File: config.mk
export PLATFORM = sky130hd
export DESIGN_NAME = run_len_reporter
export DESIGN_NICKNAME = d
export VERILOG_FILES = /design/src/rtl/run_rep_pkg.sv /design/src/rtl/run_rep_fifo.sv /design/src/rtl/run_len_reporter.sv
export SDC_FILE = /design/constraint.sdc
export NUM_CORES = 1
export LEC_CHECK = 0
export BUFFER_PORTS_ARGS = -buffer_cell sky130_fd_sc_hd__buf_2
export CORE_MARGIN = 2
export CORE_UTILIZATION = 45
export CTS_CLUSTER_SIZE = 24
export DETAILED_ROUTE_END_ITERATION = 10
export PLACE_DENSITY_LB_ADDON = 0.3
export SYNTH_ARGS = -nofsm -noshare
export SYNTH_HDL_FRONTEND = slang
export SYNTH_SLANG_ARGS = --single-unit
File: constraint.sdc
create_clock -name clk -period 2.3 [get_ports clk]
set_input_delay 0.115 -clock clk [delete_from_list [all_inputs] [get_ports clk]]
set_output_delay 0.115 -clock clk [all_outputs]
set_load 0.005 [all_outputs]
File: src/rtl/run_rep_pkg.sv
// Shared types, default sizes and the saturating-increment helper for the
// run-length reporter slice.
package run_rep_pkg;

    localparam int CNT_W_DEF = 8;
    localparam int DEPTH_DEF = 4;

    typedef enum logic {
        IDLE   = 1'b0,
        IN_RUN = 1'b1
    } run_state_t;

    // Stays at max once reached; callers cast the result back to their width.
    function automatic int unsigned sat_inc(input int unsigned v, input int unsigned max);
        return (v >= max) ? v : v + 1;
    endfunction

endpackage

File: src/rtl/run_rep_fifo.sv
// Synchronous record FIFO with a combinational head read; dout holds the last
// popped value while empty (0 after reset).
module run_rep_fifo #(
    parameter int CNT_W = 8,
    parameter int DEPTH = 4
) (
    input  logic             clk,
    input  logic             rst,
    input  logic             push,
    input  logic [CNT_W-1:0] din,
    input  logic             pop,
    output logic [CNT_W-1:0] dout,
    output logic             empty,
    output logic             full
);
    localparam int AW = $clog2(DEPTH);
    localparam int CW = $clog2(DEPTH + 1);

    logic [CNT_W-1:0] mem [DEPTH];
    logic [AW-1:0]    wr_ptr;
    logic [AW-1:0]    rd_ptr;
    logic [CW-1:0]    count;
    logic [CNT_W-1:0] hold;
    logic             do_push;
    logic             do_pop;

    assign empty   = (count == '0);
    assign full    = (count == CW'(DEPTH));
    assign do_pop  = pop & ~empty;
    // A full FIFO still accepts a write when the head leaves on the same edge.
    assign do_push = push & (~full | do_pop);
    assign dout    = empty ? hold : mem[rd_ptr];

    always_ff @(posedge clk) begin
        if (do_push) begin
            mem[wr_ptr] <= din;
        end
    end

    always_ff @(posedge clk) begin
        if (rst) begin
            wr_ptr <= '0;
            rd_ptr <= '0;
            count  <= '0;
            hold   <= '0;
        end else begin
            if (do_push) begin
                wr_ptr <= wr_ptr + 1'b1;
            end
            if (do_pop) begin
                rd_ptr <= rd_ptr + 1'b1;
                hold   <= mem[rd_ptr];
            end
            case ({do_push, do_pop})
                2'b10:   count <= count + 1'b1;
                2'b01:   count <= count - 1'b1;
                default: count <= count;
            endcase
        end
    end

endmodule

File: src/rtl/run_len_reporter.sv
// Measures FINAL dwell runs from the one-hot detector, queues one length per run
// and checks detector legality. Define RUN_DROP_CNT_EN to add the drop_cnt port.
module run_len_reporter
    import run_rep_pkg::*;
#(
    parameter int CNT_W = CNT_W_DEF,
    parameter int DEPTH = DEPTH_DEF
) (
    input  logic             clk,
    input  logic             rst,
    input  logic             out1,
    input  logic             out2,
    output logic             rep_valid,
    input  logic             rep_ready,
    output logic [CNT_W-1:0] rep_data,
    output logic [CNT_W-1:0] run_cnt,
    output logic             ovf,
    output logic             err,
`ifdef RUN_DROP_CNT_EN
    output logic [CNT_W-1:0] drop_cnt,
`endif
    output logic             dbg_state
);
    localparam int unsigned CNT_MAX = (1 << CNT_W) - 1;

    run_state_t       state;
    run_state_t       state_nxt;
    logic [CNT_W-1:0] len;
    logic             prev_out1;
    logic             push;
    logic             pop;
    logic             drop;
    logic             fifo_empty;
    logic             fifo_full;

    // Handshake: a record transfers on any edge with rep_valid & rep_ready;
    // while rep_valid=1 and rep_ready=0 rep_data is held and rep_valid stays up.
    assign rep_valid = ~fifo_empty;
    assign pop       = rep_valid & rep_ready;
    assign push      = (state == IN_RUN) & ~out2;
    assign drop      = push & fifo_full & ~pop;
    assign dbg_state = state;

    always_comb begin
        state_nxt = state;
        case (state)
            IDLE:    if (out2)  state_nxt = IN_RUN;
            IN_RUN:  if (!out2) state_nxt = IDLE;
            default: state_nxt = IDLE;
        endcase
    end

    always_ff @(posedge clk) begin
        if (rst) begin
            state     <= IDLE;
            len       <= '0;
            prev_out1 <= 1'b0;
            run_cnt   <= '0;
            ovf       <= 1'b0;
            err       <= 1'b0;
        end else begin
            state     <= state_nxt;
            prev_out1 <= out1;
            if (state == IDLE && out2) begin
                len <= CNT_W'(1);
            end else if (state == IN_RUN && out2) begin
                len <= CNT_W'(sat_inc(32'(len), CNT_MAX));
            end
            if (push) begin
                run_cnt <= CNT_W'(sat_inc(32'(run_cnt), CNT_MAX));
            end
            if (drop) begin
                ovf <= 1'b1;
            end
            // FINAL must follow STATE_1, and the two indicators are one-hot.
            if ((out1 && out2) || (state == IDLE && out2 && !prev_out1)) begin
                err <= 1'b1;
            end
        end
    end

`ifdef RUN_DROP_CNT_EN
    always_ff @(posedge clk) begin
        if (rst) begin
            drop_cnt <= '0;
        end else if (drop) begin
            drop_cnt <= CNT_W'(sat_inc(32'(drop_cnt), CNT_MAX));
        end
    end
`endif

    run_rep_fifo #(
        .CNT_W(CNT_W),
        .DEPTH(DEPTH)
    ) u_fifo (
        .clk  (clk),
        .rst  (rst),
        .push (push),
        .din  (len),
        .pop  (pop),
        .dout (rep_data),
        .empty(fifo_empty),
        .full (fifo_full)
    );

endmodule

==> results.json <==
{
  "synth_flop_cell": "dfxtp_1",
  "fin_skew_ns": 0.00817,
  "worst_hold_slack_ns": 0.121,
  "coreArea_um2": 6310,
  "die_width_um": 84.7,
  "cts-root-buf": "clkbuf_8",
  "grt_pass1_vias": 1842,
  "place_ws_ns": 0.0142,
  "final_hold_viol_count": 0,
  "fin_nets": 286,
  "gp_congestion": 0.748,
  "grt_util_met1_pct": 20.5,
  "synth_edf_count": 32,
  "first_pass_iters": 4,
  "io_pins": 25,
  "dieArea_um2": 7170,
  "min_period_ns": 2.14,
  "grt-ovfl-total": 0,
  "synth-simple-area-share_pct": 14.0,
  "tns_ns": 0,
  "cts_sinks": 69,
  "synth_top_family_by_area": "simple AND/OR/NAND/NOR gates",
  "start_util_pct": 46.4,
  "wl_per_cell_um": 14.0,
  "synthArstFlopShare_pct": 0,
  "postPlaceCellArea_um2": 3130,
  "vias": 1834,
  "grtUsageMet2_pct": 24.5,
  "arrival_ns": 2.40,
  "status": "finished, final reports clean",
  "clkTransAtPathRegs_ns": 0.06,
  "num_antenna_cells": 0,
  "synth_top_area_share_pct": 32.8,
  "cts_tree": "done",
  "syn_to_final_growth_pct": 15.2,
  "synth.distinct_cells": 41,
  "period_share_pct": 93.1,
  "cts_max_path_buffers": 2,
  "ys_ff_latch": 69,
  "crit_required_ns": 2.56,
  "vias_per_cell": 5.17,
  "syn-num-nets": 253,
  "synthAdderAreaFrac_pct": 3.67,
  "irDropWorstVdd_uv": 647,
  "power.density_nw_per_um2": 903,
  "grt_max_degree": 30,
  "netlist_instances": 240,
  "leakagePower_nw": 1.29,
  "synth_largest_area_cell": "edfxtp_1",
  "fmax_mhz": 467,
  "netlist_top_cells_area": "edfxtp_1, dfxtp_1, mux4_2",
  "cts_buffers": 9,
  "drive_gt1_share_pct": 23.4,
  "max_cap_viol_count": 0,
  "htreeDepth": 3,
  "synth_mux_area_share_pct": 10.2,
  "setup_viol": 0,
  "postCtsSetupRepairBufs": 0,
  "grt_pass1_wl_um": 8670,
  "num_rows": 29,
  "netlist_area_um2": 2930,
  "critPathKind": "reg2reg",
  "drc": 0,
  "end_kind": "flip-flop",
  "hpwlAfterDp_um": 3410,
  "path_max_fanout": 11,
  "start_kind": "flip-flop",
  "avgSynthCellArea_um2": 12.2,
  "synth_compound_area_share_pct": 7.90,
  "worst_slack_ns": 0.159,
  "antenna_found_initial": 0,
  "track_usage_pct": 15.7,
  "worst_slew_pin_slew_ns": 0.511,
  "hold_class": "in2reg",
  "clock_latency_ns": 0.33,
  "drt-total-wl_um": 4980,
  "rsz0062_at_grt": "false",
  "maxSlewViolCount": 0,
  "first_iter_violations": 124,
  "yosys.area_share.xor_xnor_pct": 2.73,
  "slew_headroom_pct": 65.8,
  "yosysSeqAreaShare_pct": 58.1,
  "reg2reg_slack_ns": 0.16,
  "drtAntennaViolNets": 0,
  "chipHeight_um": 84.7,
  "io_buffers": 24,
  "yosys_warnings": 0,
  "top_usage_layer": "met2",
  "grt.met3_usage_pct": 3.93,
  "fin_area_um2": 3380
}
[registers in the layout, indices dropped and copies added, names as in the netlist, named ones only]
register	cells
u_fifo.count	3
ovf	1
u_fifo.mem	32
run_cnt	8
err	1
dbg_state	1
len	8
prev_out1	1
u_fifo.rd_ptr	2
u_fifo.hold	8
u_fifo.wr_ptr	2
[critical path, stage by stage (launching register included)]
cell	delay, ns
dfxtp_1	0.43
or3_4	0.20
nand2_8	0.08
inv_6	0.12
ha_1	0.19
inv_1	0.06
fa_1	0.38
xor2_1	0.16
or3_1	0.30
a21oi_1	0.15
[per-stage QoR]
step	total power, W	cells	util, %
floorplan	0.00189	240	-
global placement	0.00200	338	49.6
detailed placement	0.00202	338	49.6
CTS	0.00307	355	53.2
global route	0.00321	355	53.5
finish	0.00305	355	53.5
[where the power goes]
part / switching (W) / internal (W)
Clock: 0.000416 / 0.000633
Sequential: 0.0000532 / 0.00134
Combinational: 0.000286 / 0.000321
Total: 0.000756 / 0.00229
[final timing paths]
path | startpoint | depth (start not counted) | to
worst max-delay path | u_fifo.count[0] | 9 | u_fifo.count[2]
worst min-delay path | out2 | 3 | err
worst max register to register | u_fifo.count[0] | 9 | u_fifo.count[2]
worst min register to register | u_fifo.hold[5] | 2 | u_fifo.hold[5]
[cell families after synthesis]
logic type      count (synthesis)
fa+ha+maj                       8
buf+inv                        18
xor+xnor                        7
mux                            19
compound gates                 39
simple gates                   80
flops                          69
[per-layer routing]
layer  share of wire (%)  up-vias
li1                    -      938
met1                  49      851
met2                  45       40
met3                 4.1        5
met4                 1.5        0
met5                   0        -
[layout by cell type, fill, tap and decap left out, types with 6 or more instances in the layout]
cell type / synthesis / layout
buf_4: 0 / 6
ha_1: 7 / 7
buf_2: 3 / 24
inv_1: 8 / 8
edfxtp_1: 32 / 32
nor2_1: 22 / 22
clkbuf_8: 0 / 10
mux4_2: 8 / 8
nand2_1: 22 / 22
dfxtp_1: 37 / 37
mux2_2: 8 / 8
a21oi_1: 20 / 20
[final cells by class]
class / count / area, um^2
Clock buffer: 11 / 141
Clock inverter: 5 / 73.8
Fill cell: 543 / 2940
Inverter: 9 / 38.8
Multi-Input combinational cell: 153 / 1150
Sequential cell: 69 / 1700
Tap cell: 77 / 96.3
Timing Repair Buffer: 31 / 175
[Yosys cell counts, types with 2 or more instances]
cell and count:
or3_1 3, nand4_1 4, o21bai_1 3, nand3_1 4
ha_1 7, a31oi_1 5, nand2_1 22, a21oi_1 20
inv_1 8, nor2_1 22, mux4_2 8, xor2_1 5
clkbuf_1 4, and4_1 2, a311oi_1 2, and3_1 3
edfxtp_1 32, nor2b_1 4, and2_1 5, mux2_2 8
nor3_1 5, o21ai_0 3, dfxtp_1 37, mux2i_1 3
buf_2 3, a211oi_1 3
[timing repair]
item	CTS	global route
endpoints found under the setup margin	0	1
resized for setup	0	3
hold endpoints to repair	1	0
hold buffers	1	0
Note: power is estimated with default switching activity, not from simulation.
